<file path="src/rtl/alu_seg_scan.sv">
// rtl/alu_seg_scan.sv - registered ALU (add/sub/parity/compare) with multiplexed hex 7-segment scan.
// Optional LEAD_ZERO_BLANK_EN blanks leading zero digits above digit 0.
module alu_seg_scan #(
    parameter int WIDTH       = 3,
    parameter int DIGITS      = 2,
    parameter int REFRESH_DIV = 50000
) (
    input  logic              clk,
    input  logic              rst,
    input  logic [WIDTH-1:0]  in_a,
    input  logic [WIDTH-1:0]  in_b,
    input  logic [1:0]        sel,
    input  logic              load,
    output logic              busy,
    output logic              result_valid,
    output logic [WIDTH:0]    result,
    output logic              parity,
    output logic [DIGITS-1:0] an,
    output logic [6:0]        seg,
    output logic              dp
);

    localparam int RW = WIDTH + 1;
    localparam int DW = 4 * DIGITS;
    localparam int PW = (REFRESH_DIV > 1) ? $clog2(REFRESH_DIV) : 1;
    localparam int IW = (DIGITS > 1) ? $clog2(DIGITS) : 1;

    typedef enum logic [1:0] {
        S_IDLE = 2'd0,
        S_EXEC = 2'd1,
        S_SHOW = 2'd2
    } state_t;

    state_t            r_state;
    state_t            w_state_next;
    logic [WIDTH-1:0]  r_a;
    logic [WIDTH-1:0]  r_b;
    logic [1:0]        r_sel;
    logic [RW-1:0]     r_result;
    logic              r_neg;
    logic              r_parity;
    logic [PW-1:0]     r_presc;
    logic [IW-1:0]     r_idx;
    logic [DIGITS-1:0] r_an;
    logic [6:0]        r_seg;
    logic              r_dp;

    logic              w_capture;
    logic [RW-1:0]     w_sum;
    logic [RW-1:0]     w_diff;
    logic              w_par;
    logic [RW-1:0]     w_cmp;
    logic [RW-1:0]     w_calc;
    logic [RW-1:0]     w_res_next;
    logic              w_neg_next;
    logic [RW-1:0]     w_mag;
    logic [DW-1:0]     w_disp;
    logic [3:0]        w_nib;
    logic              w_blank;
    logic [PW-1:0]     w_presc_next;
    logic [IW-1:0]     w_idx_next;
    logic [DIGITS-1:0] w_an_next;
    logic [6:0]        w_seg_next;
    logic              w_dp_next;

    function automatic logic [6:0] hex_font(input logic [3:0] n);
        case (n)
            4'h0: hex_font = 7'b0000001;
            4'h1: hex_font = 7'b1001111;
            4'h2: hex_font = 7'b0010010;
            4'h3: hex_font = 7'b0000110;
            4'h4: hex_font = 7'b1001100;
            4'h5: hex_font = 7'b0100100;
            4'h6: hex_font = 7'b0100000;
            4'h7: hex_font = 7'b0001111;
            4'h8: hex_font = 7'b0000000;
            4'h9: hex_font = 7'b0000100;
            4'hA: hex_font = 7'b0001000;
            4'hB: hex_font = 7'b1100000;
            4'hC: hex_font = 7'b0110001;
            4'hD: hex_font = 7'b1000010;
            4'hE: hex_font = 7'b0110000;
            default: hex_font = 7'b0111000;
        endcase
    endfunction

    always_comb begin
        w_state_next = r_state;
        case (r_state)
            S_IDLE:  if (load) w_state_next = S_EXEC;
            S_EXEC:  w_state_next = S_SHOW;
            S_SHOW:  if (load) w_state_next = S_EXEC;
            default: w_state_next = S_IDLE;
        endcase
    end

    assign w_capture = load && ((r_state == S_IDLE) || (r_state == S_SHOW));

    assign w_sum  = {1'b0, r_a} + {1'b0, r_b};
    assign w_diff = {1'b0, r_a} - {1'b0, r_b};
    assign w_par  = ^{r_a, r_b};

    always_comb begin
        w_cmp = RW'(4);
        if (r_a > r_b)
            w_cmp = RW'(1);
        else if (r_a == r_b)
            w_cmp = RW'(2);
    end

    always_comb begin
        case (r_sel)
            2'b00:   w_calc = w_sum;
            2'b01:   w_calc = w_diff;
            2'b10:   w_calc = {{WIDTH{1'b0}}, w_par};
            default: w_calc = w_cmp;
        endcase
    end

    // Display path looks at next-cycle result so an/seg/dp change together with result.
    assign w_res_next = (r_state == S_EXEC) ? w_calc : r_result;
    assign w_neg_next = (r_state == S_EXEC) ? ((r_sel == 2'b01) && w_calc[WIDTH]) : r_neg;
    assign w_mag      = w_neg_next ? (RW'(0) - w_res_next) : w_res_next;
    assign w_disp     = DW'(w_mag);

    always_comb begin
        w_presc_next = r_presc;
        w_idx_next   = r_idx;
        if (r_state == S_SHOW) begin
            if (r_presc == PW'(REFRESH_DIV - 1)) begin
                w_presc_next = '0;
                w_idx_next   = (r_idx == IW'(DIGITS - 1)) ? '0 : r_idx + 1'b1;
            end else begin
                w_presc_next = r_presc + 1'b1;
            end
        end
    end

    assign w_nib = w_disp[{w_idx_next, 2'b00} +: 4];

`ifdef LEAD_ZERO_BLANK_EN
    logic [DW-1:0] w_shift;
    assign w_shift = w_disp >> {w_idx_next, 2'b00};
    assign w_blank = (w_idx_next != '0) && (w_shift == '0);
`else
    assign w_blank = 1'b0;
`endif

    always_comb begin
        w_an_next  = '1;
        w_seg_next = 7'h7F;
        w_dp_next  = 1'b1;
        if (w_state_next == S_SHOW) begin
            w_an_next  = ~(DIGITS'(1) << w_idx_next);
            w_seg_next = w_blank ? 7'h7F : hex_font(w_nib);
            w_dp_next  = !(w_neg_next && (w_idx_next == '0));
        end
    end

    always_ff @(posedge clk) begin
        if (rst) begin
            r_state  <= S_IDLE;
            r_a      <= '0;
            r_b      <= '0;
            r_sel    <= '0;
            r_result <= '0;
            r_neg    <= 1'b0;
            r_parity <= 1'b0;
            r_presc  <= '0;
            r_idx    <= '0;
            r_an     <= '1;
            r_seg    <= 7'h7F;
            r_dp     <= 1'b1;
        end else begin
            r_state <= w_state_next;
            if (w_capture) begin
                r_a   <= in_a;
                r_b   <= in_b;
                r_sel <= sel;
            end
            if (r_state == S_EXEC) begin
                r_result <= w_calc;
                r_parity <= w_par;
            end
            r_neg   <= w_neg_next;
            r_presc <= w_presc_next;
            r_idx   <= w_idx_next;
            r_an    <= w_an_next;
            r_seg   <= w_seg_next;
            r_dp    <= w_dp_next;
        end
    end

    assign busy         = (r_state == S_EXEC);
    assign result_valid = (r_state == S_SHOW);
    assign result       = r_result;
    assign parity       = r_parity;
    assign an           = r_an;
    assign seg          = r_seg;
    assign dp           = r_dp;

endmodule

</file>
<file path="config.mk">
export PLATFORM = sky130hd
export DESIGN_NAME = alu_seg_scan
export DESIGN_NICKNAME = d
export VERILOG_FILES = /design/src/rtl/alu_seg_scan.sv
export SDC_FILE = /design/constraint.sdc
export NUM_CORES = 1
export LEC_CHECK = 0
export ABC_AREA = 1
export CORE_MARGIN = 2
export CORE_UTILIZATION = 55
export CTS_CLUSTER_SIZE = 12
export DETAILED_ROUTE_END_ITERATION = 8
export PLACE_DENSITY = 0.86
export RECOVER_POWER = 50
export SYNTH_ARGS = -nofsm -noshare
export SYNTH_HDL_FRONTEND = slang
export SYNTH_SLANG_ARGS = --single-unit
</file>
<file path="constraint.sdc">
create_clock -name clk -period 4.1 [get_ports clk]
set_input_delay 0.82 -clock clk [delete_from_list [all_inputs] [get_ports clk]]
set_output_delay 0.82 -clock clk [all_outputs]
set_load 0.1 [all_outputs]
</file>
==> reports/summary.txt <==
CTS tree - done
max-slew violation count - 0
Cells on Worst Hold Path - 1
clock latency on the worst-skew pair - 290 ps
most used flip-flop cell after synthesis - dfxtp_1
Die X - 70.9 um
R2R Path End - seg[1]
M1 wire length - 2.42 mm
deepest clock path buffer count - 2
Final Non-Filler Cells - 434
post-synth top area cell - dfxtp_1
reg2reg setup slack - 780 ps
Core ar. - 4320 um^2
H-tree levels - 2
period utilization - 0.810
RSZ-0062 raised after global routing - no
status - finished clean
Synth warnings - 0
CTS sink cnt - 43
DRT Pass-1 Iters - 4
GPL Wtd Cong - 0.910
worst vdd ir - 0.187 mV
hold wc startpoint - r_presc[13]
Crit. End Element - flip-flop
Rows - 24
FFs w/ async S/R, synth - 0
Die Y - 70.9 um
Worst-path clk slew - 80 ps
post-synth top area share - 0.349
setup TNS - 0 ps
worst-margin pin slew - 977 ps
Worst Path Arrival - 3470 ps
Remaining Overflow, GRT - 0
# hold bufs at CTS - 0
critical path startpoint category - flip-flop
Final setup viols - 0
DR WL/cell - 12.2 um
vias in the first global route - 2237
Synth Register Bits - 43
Reg2Reg Depth - 21
share of layout cells above drive strength 1 - 0.0681
via count - 2282
vias per cell - 5.26
syn_area_per_cell - 6.96 um^2
Max Freq - 0.301 GHz
HP Class - reg2reg
Cell variety after synth - 35
Synth Cell Area - 2460 um^2
Global Route Usage Sum - 0.230
Synth Instances - 354
Initial Utilization - 0.570
worst setup margin - 780 ps
met3 WL post-DR - 183 um
metal2 WL - 2.56 mm
Slew HR - 0.347
Cells after DPL - 427
Pleak - 1.28 nW
PwrDens - 369 nW/um^2
Iteration-0 DRC Markers - 135
DRC viols - 0
NumNets Final - 410
Post-Route WL - 5.29 mm
# fillers - 384
Crit Path Max Fanout - 5
sequential area share after synthesis - 0.349
Synth Net Count - 382
Die ar. - 5030 um^2
Fin. Hold Viols - 0
Buffers on Ports - 27
Worst Hold Endpoint - r_presc[13]
DP Area - 2760 um^2
Resized cells post-CTS - 0
Post CTS Setup Buffer Count - 0
Worst EP required - 4250 ps
Critical R2R Launch - r_a[0]
number of synthesized flops with an enable pin - 0
n_diodes - 0
ANT nets after route - 0
fin crit period - 3320 ps
first-pass GRT wire length - 9.38 mm
IO Count - 28
synth-to-layout area growth - 16.2%
Root Driver - clkbuf_8
maxcap violations - 0
CP Class - reg2reg
Final Cell Area - 2860 um^2
Detailed Place HPWL - 4.04 mm
Top Layer Used - met4
antenna violations before repair - 0
Setup Skew - 3.12 ps
largest net degree at the start of global routing - 21
Num CTS Buffers - 5
worst slack, placed - 829 ps
Synth area leaders - dfxtp_1 35%, nand2_1 12%, nor2_1 8.7%
-- synth_stat cells (2+ instances only) --
master and n:
nand4_1 8, ha_1 14, xor2_1 5, nand3_2 4, a21oi_1 10, o21ai_0 6, a211oi_1 8, nor2_2 2
inv_1 46, dfxtp_1 43, fa_1 3, nor3_1 6, nand3_1 23, o21ai_1 4, nand2_2 4, clkbuf_1 3
and3_1 3, nand2_1 80, buf_6 2, clkinv_1 2, inv_2 6, o21a_1 2, nor2_4 2, nor2_1 57
-- cell usage in the layout, fill, tap and decap left out --
cell type	n
xor2_1	5
dlygate4sd3_1	2
clkdlybuf4s50_1	25
dfxtp_1	43
nor3_1	6
o21ai_1	4
a211oi_1	8
clkbuf_1	1
nor2_2	2
o21ai_0	6
clkbuf_8	5
nand4_1	8
inv_1	46
and3_1	3
or2_2	1
a21boi_0	1
nand3_2	4
ha_1	14
inv_2	6
nor3_2	1
clkinv_1	2
nor2_1	57
nor3b_1	1
a311o_1	1
fa_1	3
nand2_1	81
bufinv_16	1
a21oi_1	10
nor3b_2	1
nand3b_1	1
nand2_2	3
nand3_1	23
o21a_1	2
nor2_4	2
a31oi_1	1
o22ai_1	1
or2_1	1
-- power breakdown --
| part | total, mW | leakage (nW) | switching (mW) | internal [mW] |
|---|---|---|---|---|
| combinational | 0.287 | 0.879 | 0.201 | 0.0864 |
| sequential | 0.451 | 0.351 | 0.0157 | 0.436 |
| clock | 0.317 | 0.0513 | 0.138 | 0.179 |
-- sequential cells by signal (all words and copies together) (netlist names) --
| name | cells |
|---|---|
| r_sel | 2 |
| result | 4 |
| parity | 1 |
| r_a | 3 |
| r_b | 3 |
| an | 2 |
| r_presc | 16 |
| r_state | 2 |
| r_neg | 1 |
| r_idx | 1 |
| dp | 1 |
| seg | 7 |
-- critical path, cell delays in order (launching register included) --
cell and delay (ps):
dfxtp_1 380, inv_1 100, ha_1 200, inv_1 80, fa_1 170, inv_1 50, fa_1 350, nand3_1 110
and3_1 160, nand2_1 80, nand2_1 100, inv_1 80, ha_1 270, o21ai_0 200, inv_1 70, nand2_1 160
inv_1 110, ha_1 200, nand2_1 100, o21ai_0 90, nand2_1 70, nand3_1 70
-- per-stage QoR --
step                power [mW]   util  hold slack (ps)
floorplan                0.681      -              443
global placement         0.737  0.639              464
detailed placement       0.744  0.639              471
CTS                       1.06  0.662              485
global route              1.11  0.662              537
finish                    1.05  0.662              479
-- final cells by class --
class                           count  area (um^2)  share of cell area
Inverter                           54          203              0.0708
Sequential cell                    43          861               0.301
Timing Repair Buffer               27          270              0.0944
Multi-Input combinational cell    251         1360               0.475
Clock inverter                      1         30.0              0.0105
Clock buffer                        6         72.6              0.0254
Tap cell                           52         65.1              0.0227
-- worst max path at each step --
| stage | end | cells after the start | from | slack [ps] |
|---|---|---|---|---|
| final | seg[1] | 21 | r_a[0] | 780 |
| after global routing | seg[1] | 21 | r_a[0] | 440 |
| after CTS | seg[1] | 21 | r_a[0] | 800 |
| after detailed placement | seg[1] | 21 | r_a[0] | 830 |
| after global placement | seg[1] | 21 | r_a[0] | 990 |
| after floorplan | seg[1] | 21 | r_a[0] | 1140 |
-- kinds of logic (layout without fill, tap and decap cells) --
logic type,Yosys count,count (layout),share of synthesized area
simple gates,195,195,0.357
buf+inv,60,88,0.0975
flops,43,43,0.349
compound gates,34,34,0.0833
fa+ha+maj,17,17,0.0955
xor+xnor,5,5,0.0178
-- routing by layer --
layer / track usage / vias up
met3: 0.0513 / 13
met1: 0.272 / 1045
li1: - / 1179
met4: 0.0943 / 0
met2: 0.403 / 45
met5: 0 / -
Note: power is estimated with default switching activity, not from simulation.
